`config.mk`:
```
export PLATFORM = sky130hd
export DESIGN_NAME = mix_columns_multicycle
export DESIGN_NICKNAME = d
export VERILOG_FILES = /design/src/rtl/AESDefinitions.sv /design/src/rtl/mix_column_word.sv /design/src/rtl/mix_columns_multicycle.sv
export SDC_FILE = /design/constraint.sdc
export NUM_CORES = 1
export LEC_CHECK = 0
export CAP_MARGIN = 20
export CORE_MARGIN = 4
export CORE_UTILIZATION = 45
export DETAILED_ROUTE_END_ITERATION = 16
export HOLD_SLACK_MARGIN = 0.06
export PLACE_DENSITY = 0.75
export SLEW_MARGIN = 40
export SYNTH_ARGS = -nofsm -noshare
export SYNTH_HDL_FRONTEND = slang
export SYNTH_HIERARCHICAL = 1
export SYNTH_SLANG_ARGS = --single-unit
```
`constraint.sdc`:
```
create_clock -name clock -period 6.61 [get_ports clock]
set_input_delay 1.322 -clock clock [delete_from_list [all_inputs] [get_ports clock]]
set_output_delay 1.322 -clock clock [all_outputs]
set_load 0.1 [all_outputs]
```
`src/rtl/AESDefinitions.sv`:
```
// Shared AES datapath types plus the GF(2^8) helpers used by the MixColumns stage.
package AESDefinitions;

    localparam int unsigned STATE_W  = 128;
    localparam int unsigned COLUMN_W = 32;
    localparam int unsigned BYTE_W   = 8;
    localparam int unsigned NUM_COLS = 4;

    typedef logic [STATE_W-1:0]  state_t;
    typedef logic [COLUMN_W-1:0] column_t;
    typedef logic [BYTE_W-1:0]   byte_t;

    typedef enum logic {
        MC_FORWARD = 1'b0,
        MC_INVERSE = 1'b1
    } mc_mode_t;

    typedef enum logic [1:0] {
        IDLE = 2'd0,
        BUSY = 2'd1,
        DONE = 2'd2
    } mc_fsm_t;

    // Multiply by x modulo x^8+x^4+x^3+x+1.
    function automatic byte_t xtime(input byte_t b);
        return {b[6:0], 1'b0} ^ (b[7] ? 8'h1b : 8'h00);
    endfunction

    // Multiply by a constant of up to four bits (covers 01..0e).
    function automatic byte_t gf_mul(input byte_t b, input logic [3:0] k);
        byte_t acc;
        byte_t p;
        acc = '0;
        p   = b;
        for (int i = 0; i < 4; i++) begin
            if (k[i]) acc = acc ^ p;
            p = xtime(p);
        end
        return acc;
    endfunction

    // Coefficient j of matrix row 0; the remaining rows are rotations of it.
    function automatic logic [3:0] mc_coef(input mc_mode_t mode, input logic [1:0] j);
        logic [3:0] coef;
        coef = 4'h0;
        case (j)
            2'd0: coef = (mode == MC_INVERSE) ? 4'he : 4'h2;
            2'd1: coef = (mode == MC_INVERSE) ? 4'hb : 4'h3;
            2'd2: coef = (mode == MC_INVERSE) ? 4'hd : 4'h1;
            2'd3: coef = (mode == MC_INVERSE) ? 4'h9 : 4'h1;
            default: coef = 4'h0;
        endcase
        return coef;
    endfunction

endpackage

```
`src/rtl/mix_column_word.sv`:
```
// Combinational forward/inverse MixColumns on a single 32-bit column.
module mix_column_word
    import AESDefinitions::*;
(
    input  column_t  col_in,
    input  mc_mode_t mode,
    output column_t  col_out
);

    byte_t row_acc;
    byte_t col_byte;

    // Row r = XOR over j of coef[j] * byte[(r+j) mod 4].
    always_comb begin
        col_out  = '0;
        row_acc  = '0;
        col_byte = '0;
        for (int r = 0; r < 4; r++) begin
            row_acc = '0;
            for (int j = 0; j < 4; j++) begin
                col_byte = col_in[31-8*((r+j)%4) -: 8];
                row_acc  = row_acc ^ gf_mul(col_byte, mc_coef(mode, 2'(j)));
            end
            col_out[31-8*r -: 8] = row_acc;
        end
    end

endmodule

```
`src/rtl/mix_columns_multicycle.sv`:
```
// Multi-cycle MixColumns / InvMixColumns between ShiftRows and AddRoundKey.
// COLS_PER_CYCLE columns are transformed in place per clock in a shared
// working register, which also drives out_state.
// Optional: define MIX_COLUMNS_BYPASS_EN to add in_bypass (final round pass-through).
module mix_columns_multicycle
    import AESDefinitions::*;
#(
    parameter int unsigned COLS_PER_CYCLE = 1
) (
    input  logic   clock,
    input  logic   reset,
    input  logic   in_valid,
    output logic   in_ready,
    input  state_t in_state,
    input  logic   in_inverse,
`ifdef MIX_COLUMNS_BYPASS_EN
    input  logic   in_bypass,
`endif
    output logic   out_valid,
    input  logic   out_ready,
    output state_t out_state,
    output logic   busy
);

    localparam int unsigned NUM_STEPS = NUM_COLS / COLS_PER_CYCLE;
    localparam int unsigned STEP_W    = 2;

    // Only 1, 2 or 4 columns per clock tile the state evenly.
    if (!(COLS_PER_CYCLE == 1 || COLS_PER_CYCLE == 2 || COLS_PER_CYCLE == 4)) begin : g_bad_cols
        $fatal(1, "mix_columns_multicycle: COLS_PER_CYCLE must be 1, 2 or 4");
    end

    mc_fsm_t             state_q, state_d;
    state_t              work_q, work_d;
    logic [STEP_W-1:0]   step_q, step_d;
    mc_mode_t            mode_q, mode_d;
    logic                out_valid_q;
    logic                busy_q;
    logic                last_step;
`ifdef MIX_COLUMNS_BYPASS_EN
    logic                bypass_q, bypass_d;
`endif

    column_t             cols      [NUM_COLS];
    logic [STEP_W-1:0]   lane_idx  [COLS_PER_CYCLE];
    column_t             lane_in   [COLS_PER_CYCLE];
    column_t             lane_out  [COLS_PER_CYCLE];
    column_t             lane_res  [COLS_PER_CYCLE];

    // Column view of the working register.
    for (genvar c = 0; c < NUM_COLS; c++) begin : g_cols
        assign cols[c] = work_q[127-32*c -: 32];
    end

    // One transform lane per column handled this step.
    for (genvar k = 0; k < COLS_PER_CYCLE; k++) begin : g_lane
        assign lane_idx[k] = STEP_W'(int'(step_q) * int'(COLS_PER_CYCLE) + k);
        assign lane_in[k]  = cols[lane_idx[k]];

        mix_column_word u_mix_column_word (
            .col_in  (lane_in[k]),
            .mode    (mode_q),
            .col_out (lane_out[k])
        );

`ifdef MIX_COLUMNS_BYPASS_EN
        assign lane_res[k] = bypass_q ? lane_in[k] : lane_out[k];
`else
        assign lane_res[k] = lane_out[k];
`endif
    end

    assign last_step = (step_q == STEP_W'(NUM_STEPS - 1));

    // Next-state, handshake and in-place column update.
    always_comb begin
        state_d  = state_q;
        work_d   = work_q;
        step_d   = step_q;
        mode_d   = mode_q;
        in_ready = 1'b0;
`ifdef MIX_COLUMNS_BYPASS_EN
        bypass_d = bypass_q;
`endif
        case (state_q)
            IDLE: begin
                in_ready = 1'b1;
            end
            BUSY: begin
                for (int k = 0; k < int'(COLS_PER_CYCLE); k++) begin
                    work_d[127-32*int'(lane_idx[k]) -: 32] = lane_res[k];
                end
                if (last_step) begin
                    step_d  = '0;
                    state_d = DONE;
                end else begin
                    step_d  = STEP_W'(step_q + 1'b1);
                end
            end
            DONE: begin
                in_ready = out_ready;
                if (out_ready) state_d = IDLE;
            end
            default: begin
                state_d = IDLE;
            end
        endcase

        // Capture a new state whenever the handshake completes.
        if (in_valid && in_ready) begin
            work_d  = in_state;
            mode_d  = in_inverse ? MC_INVERSE : MC_FORWARD;
            step_d  = '0;
            state_d = BUSY;
`ifdef MIX_COLUMNS_BYPASS_EN
            bypass_d = in_bypass;
`endif
        end
    end

    // FSM state register.
    always_ff @(posedge clock or posedge reset) begin
        if (reset) begin
            state_q <= IDLE;
        end else begin
            state_q <= state_d;
        end
    end

    // Datapath and registered status outputs.
    always_ff @(posedge clock or posedge reset) begin
        if (reset) begin
            work_q      <= '0;
            step_q      <= '0;
            mode_q      <= MC_FORWARD;
            out_valid_q <= 1'b0;
            busy_q      <= 1'b0;
`ifdef MIX_COLUMNS_BYPASS_EN
            bypass_q    <= 1'b0;
`endif
        end else begin
            work_q      <= work_d;
            step_q      <= step_d;
            mode_q      <= mode_d;
            out_valid_q <= (state_d == DONE);
            busy_q      <= (state_d == BUSY);
`ifdef MIX_COLUMNS_BYPASS_EN
            bypass_q    <= bypass_d;
`endif
        end
    end

    assign out_valid = out_valid_q;
    assign busy      = busy_q;
    assign out_state = work_q;

endmodule

```
## Yosys cells after proc, flatten, opt, wreduce, memory -nomap -nowiden

Index checks and enable logic that the tools add are counted.

| storage, ports and cells | value |
|---|---|
| bits in read-only memories | 0 |
| input port bits | 133 |
| word-level logic and storage cells | 188 |
| register bits after elaboration | 135 |
| output and inout port bits | 131 |
| memories | 0 |
| RAM bits | 0 |
| latch bits | 0 |

| cells by class | value |
|---|---|
| order comparisons | 1 |
| divide/modulo/power cells | 0 |
| mux-type cells | 95 |
| add/sub/neg operators | 3 |
| shift-type cells | 2 |
| bitwise logic cells | 73 |
| $mul | 0 |
| equal/unequal tests | 5 |
| reduce and logical (&&, ||, !) cells | 3 |

Operators with widths:

| kind | number |
|---|---|
| 8-bit bitwise XOR | 71 |
| 8-bit two-way mux | 64 |
| 128-bit two-way mux | 2 |
| 32-bit by 33-bit variable shift with 159-bit output, first input constant | 1 |
| 32-bit by 33-bit indexed part select with 159-bit output | 1 |
| 128-bit bitwise mux | 1 |
| 32-bit binary-select mux with 2-bit select | 1 |
| 32-bit two-way mux | 2 |
| 5-bit two-way mux | 12 |
| 8-bit negator with 33-bit output | 1 |
| 4-bit two-way mux | 4 |
| 2-bit two-way mux | 6 |
| 7-bit by 7-bit subtractor with 8-bit output, first input constant | 1 |
| 8-bit by 5-bit bitwise XOR with 8-bit output | 1 |
| 2-bit equality test, second input constant | 3 |
| 2-bit one-hot mux with 3 select lines | 1 |
| 2-bit by 1-bit equality test with 1-bit output, second input constant | 2 |
| 3-bit greater-or-equal comparator, second input constant | 1 |
| 2-bit NOT with 3-bit output | 1 |
| 2-bit by 1-bit adder with 2-bit output, second input constant | 1 |
| 2-bit zero test | 1 |
| 1-bit one-hot mux with 2 select lines | 1 |
| 2-bit nonzero test | 1 |
| 1-bit logical AND | 1 |
| 1-bit two-way mux | 1 |

## Longest topological paths before layout

| depth | value |
|---|---|
| depth in word-level cells | 19 |
| depth in mapped cells | 11 |
| mapped depth without buffers | 8 |

## Cells and area by module

The synthesis kept the hierarchy.

Modules (own cells, without submodules):

| module | area each (um2) | cells each | seq. area each (um2) | times used |
|---|---|---|---|---|
| mix_columns_multicycle | 7579.8 | 672 | 3378.2 | 1 |
| mix_column_word | 2423.6 | 243 | 0.0 | 1 |

## Worst setup path before layout

OpenSTA, ideal clock, no wires.

| timing | value |
|---|---|
| path type | in2out |
| start point | in out_ready |
| end point | out in_ready |
| stages on the path | 4 |
| data required time | 5288 ps |
| arrival | 2927 ps |
| buffers on the path | 2 |
| slack | 2361 ps |
| cells stage by stage | nor2b_1 clkbuf_1 clkbuf_1 nor2_1 |

| on the way | value |
|---|---|
| word-level cells in the longest chain between the ends | 1 |

RTL lines:

| item | line | source |
|---|---|---|
| start, declared | mix_columns_multicycle.sv:20 | `input logic out_ready,` |
| 1-bit one-hot mux with 2 select lines | mix_columns_multicycle.sv:85 | `case (state_q)` |
| end, declared | mix_columns_multicycle.sv:13 | `output logic in_ready,` |

Every way passes these cells.

==> reports/qor.csv <==
metric,value,unit
status,finished clean,
Yosys reg bits,135,
largest area contributor in the netlist,dfrtp_1,
CTS resizes,0,
WS Path Type,flip-flop to flip-flop,
min-delay worst type,flip-flop to flip-flop,
CP arrival,4.57,ns
largest net degree at the start of global routing,129,
Final ANT Viol Nets,0,
post-DP HPWL,28.35,mm
Syn Std Cell Area,10000,µm²
Skew-Pair Late Insertion Delay,0.44,ns
total wire length,39.44,mm
Starting Density,45.84,%
"count leader, synth",dfrtp_1,
Hold Path Stages,1,
Finished Core Util,57.77,%
# setup viols final,0,
DRC Markers,0,
Slew headroom,44.29,%
"Setup Fix Bufs, Post-CTS",0,
Core ar.,21820,µm²
Min Hold Slack,0.5343,ns
fillcell total,1893,
Final Hold Viols,0,
hold buffer count at cts,0,
CP Data Required Time,6.96,ns
Cell variety after synth,47,
share of layout cells above drive strength 1,22.63,%
asr flop ratio synth,100.0,%
site row count,54,
"most used cell, CP",xnor2_1,
crit path launch type,flip-flop,
gr ovfl total,0,
RSZ-0062 raised after global routing,no,
final setup TNS,0,ns
GP Congestion,0.9562,
vias per inst,6.685,
CP top delay family,XOR/XNOR gates,
CP Max Fanout,15,
CP bufs+invs,1,
reg2reg path depth,9,
stages on the worst setup path,9,
ant diodes,0,
Avg WL per Cell,28.21,µm
R2R setup slack,2.39,ns
Fmax,237.0,MHz
GRT Resource Usage Total,31.51,%
CP endpoint kind,flip-flop,
die height,157.1,µm
cells after synthesis,915,
"Slew Viols, Final",0,
synth warn,6,
number of global-route vias before repair,9207,
ys flop type,dfrtp_1,
Chip Width,157.1,µm
total CTS buffers,17,
global-route wire length before repair,58.53,mm
"Cell Chain, Critical Path","buf_4, mux4_2, xnor2_1, xnor2_1, xnor3_4, nand2_1, xnor2_1, o211ai_1, a31oi_1",
Clock Skew,0.01958,ns
Ports,264,
Avg Synthesized Cell Area,10.93,µm²
Tmin final,4.219,ns
initial antenna violation count,0,
number of flops mapped to enable cells by yosys,0,
CTS tree,built,
# Max-Cap Violations,0,
Hold Crit Start,out_state[122]$_DFFE_PP0P_,
most common library cells after synthesis,"dfrtp_1 (135), xnor2_1 (121), and3_1 (74)",
"Slowest-stage cell, CP",mux4_2,
H-tree depth,4,
Nets,1242,
clk sink count,135,
die area,24680,µm²
Final period util,63.83,%
CP max stage delay,0.72,ns
Port Buffers,263,
Root Driver,clkbuf_16,
drt first pass iters,5,
"Reg clk slew, reported paths",0.06,ns
most area-consuming cells after synthesis,"dfrtp_1 (34%), xnor2_1 (11%), a221o_1 (7.3%)",
crit path from,step_q[0]$_DFFE_PP0P_,
Clock Path Buffers,2,
"Area growth, synth to finish",26.03,%
post-synth top area share,33.77,%
Worst Tran Pin Value,0.8297,ns
Post-Syn Nets,1052,
Critical R2R Launch,step_q[0]$_DFFE_PP0P_,
DRT iter0 DRCs,1130,
sequential area share after synthesis,33.77,%
via count,9345,
-- cells in the final DEF, fill, tap and decap left out, types with 3 or more instances in the layout --
cell type / netlist / routed
dfrtp_1: 135 / 134
clkdlybuf4s50_1: 0 / 132
buf_2: 45 / 131
xnor2_1: 121 / 120
and3_1: 74 / 74
a221o_1: 73 / 73
nand3_1: 56 / 56
o211ai_1: 55 / 55
a211oi_1: 55 / 55
a31oi_1: 55 / 55
mux4_2: 32 / 32
xor2_1: 30 / 30
xnor3_1: 20 / 20
clkbuf_16: 0 / 17
nand2_1: 16 / 16
buf_4: 15 / 15
nor2_1: 7 / 7
mux2i_1: 7 / 7
xnor2_2: 4 / 5
mux2_4: 4 / 4
a21o_1: 4 / 4
nor2b_4: 0 / 4
inv_1: 6 / 4
ha_1: 4 / 4
clkinv_2: 0 / 4
a21oi_1: 3 / 3
inv_6: 0 / 3
clkinv_4: 0 / 3
xor2_2: 3 / 3
-- registers in the layout, summed over array words and instances (netlist names) --
signal     cells
busy           1
mode_q         1
out_state    128
out_valid      1
state_q        2
step_q         2
-- metal layers --
metal	share of wire [%]	vias up	wire, µm	GRT usage (%)
li1	-	3915	-	-
met1	39	4642	15200	43.38
met2	46	682	18340	48.08
met3	11	106	4477	8.633
met4	3.6	0	1428	11.43
met5	0	-	0	0
-- cells by family (layout without fill, tap and decap cells) --
family / after synthesis / count (layout) / synth area share (%)
compound gates: 252 / 252 / 20.14
xor+xnor: 186 / 186 / 20.90
simple gates: 176 / 176 / 10.07
flops: 135 / 135 / 33.77
buf+inv: 118 / 321 / 6.004
mux: 44 / 44 / 8.618
fa+ha+maj: 4 / 4 / 0.5003
-- worst register-to-register path: cells and delay by family (launching register included) --
kind            cells  cell delay, ns
compound gates      2            0.37
xor+xnor            4            1.89
buf+inv             1            0.37
flops               1            0.70
mux                 1            0.73
simple gates        1            0.10
-- path summary, 6_finish.rpt --
| path | end |
|---|---|
| setup reg to reg | out_state[117]$_DFFE_PP0P_ |
| hold / removal | out_state[122]$_DFFE_PP0P_ |
| hold reg to reg | out_state[122]$_DFFE_PP0P_ |
| min in group asynchronous | out_state[58]$_DFFE_PP0P_ |
| max in group asynchronous | step_q[0]$_DFFE_PP0P_ |
| setup / recovery | out_state[117]$_DFFE_PP0P_ |
-- stage by stage --
stage          area (µm²)  std cells  worst slack (ns)
2_1_floorplan       10000        915             1.677
3_3_place_gp        12580       1363             2.087
3_5_place_dp        12010       1366             2.479
4_1_cts             12600       1398             2.450
5_1_grt             12610       1398             2.207
6_report            12610       1398             2.391
-- cell type report --
cell class / instances / area (µm²) / area share [%]
repair buffers: 283 / 2185 / 17.33
clock buffers: 18 / 439.2 / 3.484
flip-flops and latches: 135 / 3379 / 26.81
clock inverters: 14 / 147.6 / 1.171
well taps: 280 / 350.3 / 2.779
inverters: 6 / 30.03 / 0.2382
multi-input cells: 662 / 6076 / 48.19
Power is left out: the tool's default activity adds up to more than one toggle a clock period on the data nets, which glitch-free logic cannot reach.
==> patch (same settings) <==
The localparam `STEP_W` goes from 2 to 4.
--- a/src/rtl/mix_columns_multicycle.sv
+++ b/src/rtl/mix_columns_multicycle.sv
@@ -23,7 +23,7 @@
 );
 
     localparam int unsigned NUM_STEPS = NUM_COLS / COLS_PER_CYCLE;
-    localparam int unsigned STEP_W    = 2;
+    localparam int unsigned STEP_W    = 4;
 
     // Only 1, 2 or 4 columns per clock tile the state evenly.
     if (!(COLS_PER_CYCLE == 1 || COLS_PER_CYCLE == 2 || COLS_PER_CYCLE == 4)) begin : g_bad_cols
Function: not settled (the Yosys comparison gave no result); the edit may change what the design does.
==> patch against the unedited design <==
- routed wire length is 12% lower
- core utilization is 1.2 points higher
- synthesized area is 6.2% lower
- design area is 4.7% lower
- final cell count is 6.9% lower
- clock skew is 0.0075 ns lower
- sequential cell count is 2 higher
- worst setup slack better by 0.076 ns
- hold slack worse by 0.024 ns
Power is not shown: default switching activity piles up to over one toggle a cycle in this logic, so the estimate is an artifact.
==> patch: results (changes against the unedited design) <==
.. list-table::
   :header-rows: 1

   * - Metric
     - Value
   * - Status
     - finished, final reports clean (unchanged)
   * - Largest net degree at the start of global routing
     - 86 (was 129)
   * - Maximum fanout along the worst path
     - 26 (was 15)
   * - Net total in the final layout
     - 1152 (was 1242)
   * - DR iter-0 viols
     - 754 (was 1130)
   * - Post-DP HPWL
     - 24.56 mm (was 28.35 mm)
   * - WHS Endpoint
     - out_state[55] (was out_state[122])
   * - Total instance count after detailed placement
     - 1268 (was 1366)
   * - Routed vias
     - 8242 (was 9345)
   * - Average cell area after synthesis
     - 11.79 um2 (was 10.93 um2)
   * - Post-placement cell area
     - 11430 um2 (was 12010 um2)
   * - Routability Congestion
     - 0.8840 (was 0.9562)
   * - Data arrival time of the critical path
     - 4.43 ns (was 4.57 ns)
   * - Met2 wirelength from detailed routing
     - 17.30 mm (was 18.34 mm)
   * - Via count of the first global-routing pass
     - 8404 (was 9207)
   * - Hold Crit Start
     - out_state[55] (was out_state[122])
   * - Worst setup endpoint
     - out_state[35] (was out_state[117])
   * - Async set-reset flop share out of synthesis
     - 100.0% (unchanged)
   * - Worst hold slack
     - 0.5101 ns (was 0.5343 ns)
   * - Wire length of the first global-routing pass
     - 52.34 mm (was 58.53 mm)
   * - Transition time of the tightest slew-check pin
     - 0.8795 ns (was 0.8297 ns)
   * - Sum of met3 wire segment lengths after detailed routing
     - 2.749 mm (was 4.477 mm)
   * - Worst Setup Slack post-DPL
     - 2.290 ns (was 2.479 ns)
   * - Highest cell delay on the worst timing path
     - 0.75 ns (was 0.72 ns)
   * - Peak clock frequency supported by timing
     - 0.2413 GHz (was 0.2370 GHz)
   * - Worst clock skew
     - 0.01204 ns (was 0.01958 ns)
   * - Sum of routed wire length over all layers
     - 34.60 mm (was 39.44 mm)
   * - Number of antenna violations at the first check in global routing
     - 1 (was 0)
   * - Routed met1 length
     - 13.41 mm (was 15.20 mm)
   * - Setup slack of the worst register-to-register path
     - 2.47 ns (was 2.39 ns)
   * - Global-route total usage across every layer
     - 29.01% (was 31.51%)
-- patch: changes by cell type in the layout (fill, tap and decap cells not counted), sizes merged, moves of 8 or more --
cell / change
a211oi: -51
a2bb2oi: +62
a221o: -73
nand2: +9
o211ai: -51
o2bb2ai: +62
inv: +8
and3: -74
nand3: -55
a31oi: -55
a22oi: +66
o22ai: +67
-- patch: area by class of cell --
cell class,count,area [um2]
fill,1677,8351
sequential,137,3435
antenna,1,2.502
clock buffer,19,442.9
clock inverter,13,131.4
tap,270,337.8
inverter,10,45.04
timing repair buffer,281,2127
multi-input combinational,570,5493
-- patch: kinds of logic after synthesis --
family,Yosys count,synth area share [%]
AO/OA/AOI/OAI,280,23.49
XOR/XNOR,187,22.38
flip-flops,137,36.54
buffers and inverters,89,5.241
AND/OR/NAND/NOR,62,3.654
multiplexers,39,8.429
adder cells (fa/ha/maj),2,0.2667
-- patch: metal layers --
metal	global-route usage, %	vias to the layer above
li1	-	3479
met1	37.82	4190
met2	48.24	491
met3	6.390	82
met4	9.675	0
met5	0	-
